[src/rtl/music_pkg.sv]
// music_pkg: shared note, state and tempo definitions for the music sequencer
package music_pkg;
    localparam int NOTE_W = 6;
    localparam logic [NOTE_W-1:0] NOTE_REST = '0;
    typedef enum logic [2:0] {IDLE, PRIME, PLAY, PAUSE, DONE} state_t;
    localparam logic [1:0] TEMPO_NORM    = 2'd0;
    localparam logic [1:0] TEMPO_HALF    = 2'd1;
    localparam logic [1:0] TEMPO_QUARTER = 2'd2;
    localparam logic [1:0] TEMPO_DOUBLE  = 2'd3;
    function automatic logic [NOTE_W-1:0] song_note(input int unsigned idx);
        return NOTE_W'(idx + 1);
    endfunction
endpackage

[src/rtl/music_sequencer_song_rom.sv]
// song_rom: synchronous song ROM, one-cycle read latency, rests beyond the song end
module song_rom
    import music_pkg::*;
#(
    parameter int SONG_LEN = 64,
    parameter int ADDR_W   = 6
) (
    input  logic              clk,
    input  logic [ADDR_W-1:0] addr,
    output logic [NOTE_W-1:0] data
);
    // registered read; addresses past the song return a rest
    always_ff @(posedge clk)
        data <= (32'(addr) < 32'(SONG_LEN)) ? song_note(32'(addr)) : NOTE_REST;
endmodule

[src/rtl/music_sequencer.sv]
// music_sequencer: steps a ROM song at a selectable tempo into a 4-note scrolling window
module music_sequencer
    import music_pkg::*;
#(
    parameter int SONG_LEN    = 64,
    parameter int ADDR_W      = 6,
    parameter int BEAT_CYCLES = 25_000_000
) (
    input  logic              EGO1_Clock,
    input  logic              reset,
    input  logic              btn_play,
    input  logic              btn_restart,
    input  logic [1:0]        tempo_sel,
    input  logic              loop_en,
    output logic [NOTE_W-1:0] track0,
    output logic [NOTE_W-1:0] track1,
    output logic [NOTE_W-1:0] track2,
    output logic [NOTE_W-1:0] track3,
    output logic [ADDR_W-1:0] note_pos,
    output logic              playing,
    output logic              song_done,
    output logic              beat_pulse
);
    localparam int CNT_W = $clog2(2 * BEAT_CYCLES);
    localparam logic [ADDR_W-1:0] POS_MAX  = '1;
    localparam logic [ADDR_W-1:0] LAST_POS = ADDR_W'(SONG_LEN - 1);
    localparam logic [ADDR_W-1:0] PRIME_END = ADDR_W'(4);

    state_t            state;
    logic              auto_play;
    logic [CNT_W-1:0]  cnt;
    logic [CNT_W-1:0]  beat_last;
    logic [CNT_W-1:0]  tempo_last;
    logic [ADDR_W-1:0] fetch_addr;
    logic [NOTE_W-1:0] prefetch;
    logic              tick;

    song_rom #(.SONG_LEN(SONG_LEN), .ADDR_W(ADDR_W)) u_rom (
        .clk  (EGO1_Clock),
        .addr (fetch_addr),
        .data (prefetch)
    );

    function automatic logic [ADDR_W-1:0] inc_sat(input logic [ADDR_W-1:0] x);
        return (x == POS_MAX) ? x : x + 1'b1;
    endfunction

    // last count of a beat for the requested tempo
    always_comb
        tempo_last = (tempo_sel == TEMPO_HALF)    ? CNT_W'(BEAT_CYCLES / 2 - 1) :
                     (tempo_sel == TEMPO_QUARTER) ? CNT_W'(BEAT_CYCLES / 4 - 1) :
                     (tempo_sel == TEMPO_DOUBLE)  ? CNT_W'(2 * BEAT_CYCLES - 1) :
                                                    CNT_W'(BEAT_CYCLES - 1);

    // a beat ends only while playing undisturbed by a button
    always_comb
        tick = (state == PLAY) && !btn_play && !btn_restart && (cnt == beat_last);

    assign playing   = (state == PLAY);
    assign song_done = (state == DONE);

    // sequencer FSM, beat counter, window shift register and fetch pointer
    always_ff @(posedge EGO1_Clock) begin
        if (reset) begin
            state      <= IDLE;
            auto_play  <= 1'b0;
            cnt        <= '0;
            beat_last  <= CNT_W'(BEAT_CYCLES - 1);
            fetch_addr <= '0;
            note_pos   <= '0;
            {track0, track1, track2, track3} <= '0;
            beat_pulse <= 1'b0;
        end else begin
            beat_pulse <= tick;
            case (state)
                IDLE: if (btn_play) begin
                    state      <= PRIME;
                    auto_play  <= 1'b1;
                    fetch_addr <= '0;
                end
                PRIME: begin
                    if (fetch_addr != '0)
                        {track0, track1, track2, track3} <= {track1, track2, track3, prefetch};
                    if (fetch_addr == PRIME_END) begin
                        state     <= auto_play ? PLAY : PAUSE;
                        note_pos  <= '0;
                        cnt       <= '0;
                        beat_last <= tempo_last;
                    end else begin
                        fetch_addr <= fetch_addr + 1'b1;
                    end
                end
                PLAY: if (btn_restart) begin
                    state      <= PRIME;
                    auto_play  <= 1'b1;
                    cnt        <= '0;
                    fetch_addr <= '0;
                end else if (btn_play) begin
                    state <= PAUSE;
                end else if (tick) begin
                    cnt       <= '0;
                    beat_last <= tempo_last;
                    if (note_pos == LAST_POS) begin
                        if (loop_en) begin
                            state      <= PRIME;
                            auto_play  <= 1'b1;
                            fetch_addr <= '0;
                        end else begin
                            state <= DONE;
                            {track0, track1, track2, track3} <= '0;
                        end
                    end else begin
                        {track0, track1, track2, track3} <= {track1, track2, track3, prefetch};
                        note_pos   <= inc_sat(note_pos);
                        fetch_addr <= inc_sat(fetch_addr);
                    end
                end else begin
                    cnt <= cnt + 1'b1;
                end
                PAUSE: if (btn_restart) begin
                    state      <= PRIME;
                    auto_play  <= 1'b0;
                    cnt        <= '0;
                    fetch_addr <= '0;
                end else if (btn_play) begin
                    state <= PLAY;
                end
                DONE: if (btn_play || btn_restart) begin
                    state      <= PRIME;
                    auto_play  <= 1'b1;
                    fetch_addr <= '0;
                end
                default: state <= IDLE;
            endcase
        end
    end
endmodule

[config.mk]
export PLATFORM = sky130hd
export DESIGN_NAME = music_sequencer
export DESIGN_NICKNAME = d
export VERILOG_FILES = /design/src/rtl/music_pkg.sv /design/src/rtl/music_sequencer_song_rom.sv /design/src/rtl/music_sequencer.sv
export SDC_FILE = /design/constraint.sdc
export NUM_CORES = 1
export LEC_CHECK = 0
export ABC_AREA = 1
export CORE_MARGIN = 2
export CORE_UTILIZATION = 46
export CTS_CLUSTER_SIZE = 40
export DETAILED_ROUTE_END_ITERATION = 8
export HOLD_SLACK_MARGIN = 0.02
export MAX_ROUTING_LAYER = met4
export PLACE_DENSITY = 0.67
export REMOVE_ABC_BUFFERS = 1
export SLEW_MARGIN = 30
export SYNTH_ARGS = -nofsm -noshare
export SYNTH_HDL_FRONTEND = slang
export SYNTH_SLANG_ARGS = --single-unit
[constraint.sdc]
create_clock -name EGO1_Clock -period 2.15 [get_ports EGO1_Clock]
set_input_delay 0.3225 -clock EGO1_Clock [delete_from_list [all_inputs] [get_ports EGO1_Clock]]
set_output_delay 0.3225 -clock EGO1_Clock [all_outputs]
set_load 0.02 [all_outputs]
# ---- Word level (Yosys, flattened, before mapping)
# Cells that the tools add are included.
# W data, S select, Z words.
dict set report op_classes {
  add_sub_neg 4
  eq_ne 31
  reduce_logical 19
  n_mux 77
}
# operator n
set ops {}
lappend ops {{$mux W26} 12}
lappend ops {{$mux W6} 36}
lappend ops {{$pmux W26 S3} 1}
lappend ops {{$pmux W6 S2} 5}
lappend ops {{$pmux W26 S2} 1}
lappend ops {{$mux W3} 10}
lappend ops {{$pmux W6 S5} 1}
lappend ops {{$add A26 B1 Y26 const B} 1}
lappend ops {{$eq A26 B26 Y1} 1}
lappend ops {{$add A6 B1 Y6 const B} 3}
lappend ops {{$reduce_and A6 Y1} 3}
lappend ops {{$ne A2 B2 Y1 const B} 8}
lappend ops {{$pmux W3 S5} 1}
lappend ops {{$eq A6 B6 Y1 const B} 2}
lappend ops {{$ne A3 B3 Y1 const B} 4}
lappend ops {{$mux W1} 9}
lappend ops {{$reduce_and A9 Y1} 1}
lappend ops {{$ne A4 B3 Y1 const B} 2}
lappend ops {{$ne A4 B4 Y1 const B} 2}
lappend ops {{$reduce_and A8 Y1} 1}
lappend ops {{$eq A3 B2 Y1 const B} 2}
lappend ops {{$eq A6 B3 Y1 const B} 1}
lappend ops {{$ne A3 B2 Y1 const B} 2}
lappend ops {{$reduce_bool A6 Y1} 1}
lappend ops {{16 further kinds} 21}
dict set report word_totals {
  elab_cells 143
  out_inout_bits 33
  ff_bits 99
}

# ---- Logic depth before layout (Yosys ltp)
dict set report depth {
  ltp_word 8
  ltp_mapped 14
}

# ---- Hierarchy
# From an unflattened synthesis, not the netlist that was laid out.
dict set report unflattened {
  hier_cells 718
  hier_area_um2 4626.9
}
# module cells_per_inst seq_area_each_um2 area_per_inst_um2 instances
set by_module_without_submodules {}
lappend by_module_without_submodules {music_sequencer 697 1561.5 4410.5 1}
lappend by_module_without_submodules {song_rom 21 120.1 216.5 1}

# ---- Least setup slack after synthesis
# Ideal clock, no wire load.
dict set report synth_timing {
  path_kind {register to register}
  start {register note_pos[1]}
  end {register track0[2]}
  setup_ns 0.070
  stages_incl_launch_ff 11
  n_path_buf 1
  slack_ns 0.332
  synth_period_minus_slack_ns 1.818
  arrival_ns 1.747
  path_cell_list {dfxtp_1 > ha_1 > nand3_1 > nor2_1 > inv_1 > o22ai_1 > nor2_2 > nand2_4 > buf_2 > nand2_1 > a21oi_1}
}
dict set report synth_between {
  elab_chain_len 6
  elab_cells_between_ends 8
  cone_classes {eq/ne: 2; mux: 5; reduce/logical: 1}
}
# element line
set synth_rtl {}
lappend synth_rtl {{from (decl)} music_sequencer.sv:19} ;# output logic [ADDR_W-1:0] note_pos,
lappend synth_rtl {{from (signal assigned)} music_sequencer.sv:114} ;# note_pos <= inc_sat(note_pos);
lappend synth_rtl {{$eq A6 B6 Y1 *} music_sequencer.sv:103} ;# if (note_pos == LAST_POS) begin
lappend synth_rtl {{$mux W6} music_sequencer.sv:103}
lappend synth_rtl {{$mux W6} music_sequencer.sv:100} ;# end else if (tick) begin
lappend synth_rtl {{$mux W6} music_sequencer.sv:98} ;# end else if (btn_play) begin
lappend synth_rtl {{$mux W6} music_sequencer.sv:93} ;# PLAY: if (btn_restart) begin
lappend synth_rtl {{$pmux W6 S2} music_sequencer.sv:75} ;# case (state)
lappend synth_rtl {{to (signal assigned)} music_sequencer.sv:83} ;# {track0, track1, track2, track3} <= {track1, track2, track3, prefetch};
lappend synth_rtl {{to (signal assigned)} music_sequencer.sv:113} ;# {track0, track1, track2, track3} <= {track1, track2, track3, prefetch};
lappend synth_rtl {{to (decl)} music_sequencer.sv:15} ;# output logic [NOTE_W-1:0] track0,
# Mark *: on every way between the ends. The rest lies on a longest branch, timed or not. The select of a mux whose other input is x is not followed.
# A chain may end at the register's enable or synchronous reset.

# ---- Worst setup path in the final report
dict set report layout_timing {
  start {register state[1]}
  end {output port song_done}
}
dict set report layout_between {
  elab_chain_len 1
}
# element line
set layout_rtl {}
lappend layout_rtl {{from (decl)} music_sequencer.sv:29} ;# state_t state;
lappend layout_rtl {{from (signal assigned)} music_sequencer.sv:85} ;# state <= auto_play ? PLAY : PAUSE;
lappend layout_rtl {{$eq A3 B3 Y1} music_sequencer.sv:60} ;# assign song_done = (state == DONE);
lappend layout_rtl {{to (decl)} music_sequencer.sv:21} ;# output logic song_done,
# No other way between the ends.

==> run summary <==
First-pass GRT wire length: 18,500 um
YS warnings: 0
Area delta synth->final: 22.6%
Max-cap viol count: 0
P_int: 3.74 mW
Clock root cell: clkbuf_8
WL/cell: 12.7 um
Total GRT Usage: 0.227
Post-synthesis cell area: 0.00452 mm^2
Area contributors post-synth: dfxtp_1 (37%), nand2_1 (14%), nor2_1 (10%)
Largest net degree at the start of global routing: 37
Post-CTS setup buffers: 0
Die width: 103 um
Area of the die: 0.0106 mm^2
DR iter-0 viols: 186
Final setup viols: 0
Setup_tns: 0 ns
CTS H-Tree Depth: 3
Mean post-synth cell area: 6.62 um^2
Achievable frequency: 0.499 GHz
Final cell count without fillers: 893
Synth top area share: 0.372
Final Hold Vio Count: 0
Period minus WS final: 2.00 ns
Crit-path max FO: 6
Initial Utilization: 0.469
Peak supply drop: 0.585 mV
Synth Flop Type: dfxtp_1
Port buffer count: 39
Global placer's final weighted congestion: 0.915
Period utilization: 0.932
RSZ-0062 raised after global routing: no
Class of the worst hold path: flop to flop
Floorplan Core Area: 0.00964 mm^2
Vias in the first global route: 4,076
Startpoint types: flop
Routed Antenna Nets: 0
Synth unique cells: 33
Worst path required time: 1.83 ns
Tot Pwr: 6.48 mW
ANT cells: 0
Layout net count: 773
Max Slew Vio Count: 0
Placed inst area: 0.00528 mm^2
Worst slew pin tran: 0.430 ns
Routed WL: 11,400 um
CP max stage cell: clkdlybuf4s50_1
Slew margin rel.: 0.711
Ports: 40
Row cnt: 36
Post-DP HPWL: 8570 um
Async set or reset register ratio after synthesis: 0
Number of synthesized flops with an enable pin: 0
Most frequent cells in the layout: nand2_1 (165), nor2_1 (117), inv_1 (93)
Crit. End Element: primary output
Hold slack: 0.461 ns
Synth area leader: dfxtp_1
Total congestion overflow: 0
Sw Ratio: 0.422
CTS tree: built
Synth Instances: 683
Placed cell count: 876
Combinational fraction of design power: 0.464
Most common cell after layout, fill and taps aside: nand2_1
Crit Path Category: flop to primary output
WP data arrival: 1.68 ns
Vias: 4,453
Pwr/cell area: 1170 mW/mm^2
Clock Skew: 0.0157 ns
Clock power frac: 0.205
Worst-Skew Late Latency: 0.37 ns
Leak: 2.48 nW
Residual DRC: 0
Outcome: complete, no violations
Post-route design area: 0.00555 mm^2
CTS Buf Count: 9
#FFs+latches synth: 84
Initial antenna violation count: 0
Share of post-route cells with drive strength above 1: 0.120
Pre-antenna DRT Iters: 5
Vias per inst: 4.99
Flop pwr share: 0.331
Sequential share of the synthesized area: 0.372
Clock sinks: 84
CTS max path bufs: 2
CP max stage delay: 0.60 ns
Cell Chain, Critical Path: nor2_2, inv_1, nor2_1, clkdlybuf4s50_1
Die H: 103 um
CTS hold repair buffers: 0
Clock Pin Slew Worst Setup and Hold Paths: 0.10 ns
Net load switching power: 2.73 mW
==> what timing repair did <==
item | in CTS | in global routing
pin swaps | 0 | 2
setup endpoints to repair | 1 | 50
cloned | 0 | 1
resized for setup | 1 | 12
==> cell usage after synthesis (8+ instances only) <==
library cell,n
a21oi_1,27
dfxtp_1,84
ha_1,11
inv_1,93
nand2_1,166
nand3_1,40
nand4_1,22
nor2_1,120
nor3_1,12
o21ai_0,25
o21ai_1,8
xor2_1,12
==> stage by stage <==
step,utilization,setup slack (ns)
2_1_floorplan,-,-0.332
3_3_place_gp,0.548,-0.0558
3_5_place_dp,0.548,-0.167
4_1_cts,0.571,0.0856
5_1_grt,0.575,0.000364
6_report,0.575,0.146
==> power by group through the flow <==
stage / logic, mW / clock network (mW) / registers [mW]
after detailed placement: 2.93 / 0 / 2.18
final: 3.01 / 1.32 / 2.15
after global routing: 3.38 / 1.41 / 2.19
after global placement: 2.86 / 0 / 2.17
after floorplan: 1.75 / 0 / 2.23
after CTS: 2.94 / 1.35 / 2.14
==> final timing paths <==
path               startpoint  depth (start not counted)            end  slack, ns
setup reg to reg  note_pos[0]                         12  fetch_addr[0]       0.19
hold reg to reg     auto_play                          2      auto_play       0.46
setup / recovery     state[1]                          4      song_done       0.15
hold / removal      auto_play                          2      auto_play       0.46
==> layer usage <==
metal	vias up	GRT usage	routed length, um
li1	2299	-	-
met1	2039	0.279	5270
met2	101	0.377	5430
met3	14	0.0447	506
met4	0	0.0688	142
met5	-	-	0
==> cell type report <==
type	instances	area (um^2)
clock buffers	9	124
clock inverters	7	105
fillers	963	4090
inverters	98	370
multi-input cells	485	2400
flip-flops and latches	84	1680
well taps	133	166
repair buffers	77	699
==> worst max-delay path: cells and delay by family (launching register included) <==
family,cells,cell delay (ns)
buffers and inverters,2,0.68
flip-flops,1,0.40
AND/OR/NAND/NOR,2,0.24
==> kinds of logic (layout without fill, tap and decap cells) <==
| group | Yosys count | in the layout | synth area share |
|---|---|---|---|
| adders and majority gates | 11 | 11 | 0.0304 |
| and+or+nand+nor | 387 | 387 | 0.376 |
| DFF | 84 | 84 | 0.372 |
| AOI/OAI and AO/OA | 69 | 70 | 0.0827 |
| xor gates and xnor gates | 17 | 17 | 0.0329 |
| buffers and inverters | 115 | 191 | 0.106 |
==> sequential cells by signal (all words and copies together), names as in the netlist <==
| signal | count |
|---|---|
| fetch_addr | 6 |
| auto_play | 1 |
| state | 3 |
| track3 | 6 |
| track0 | 6 |
| u_rom.data | 6 |
| beat_last | 11 |
| cnt | 26 |
| track2 | 6 |
| beat_pulse | 1 |
| note_pos | 6 |
| track1 | 6 |
Note: power is estimated with default switching activity, not from simulation.
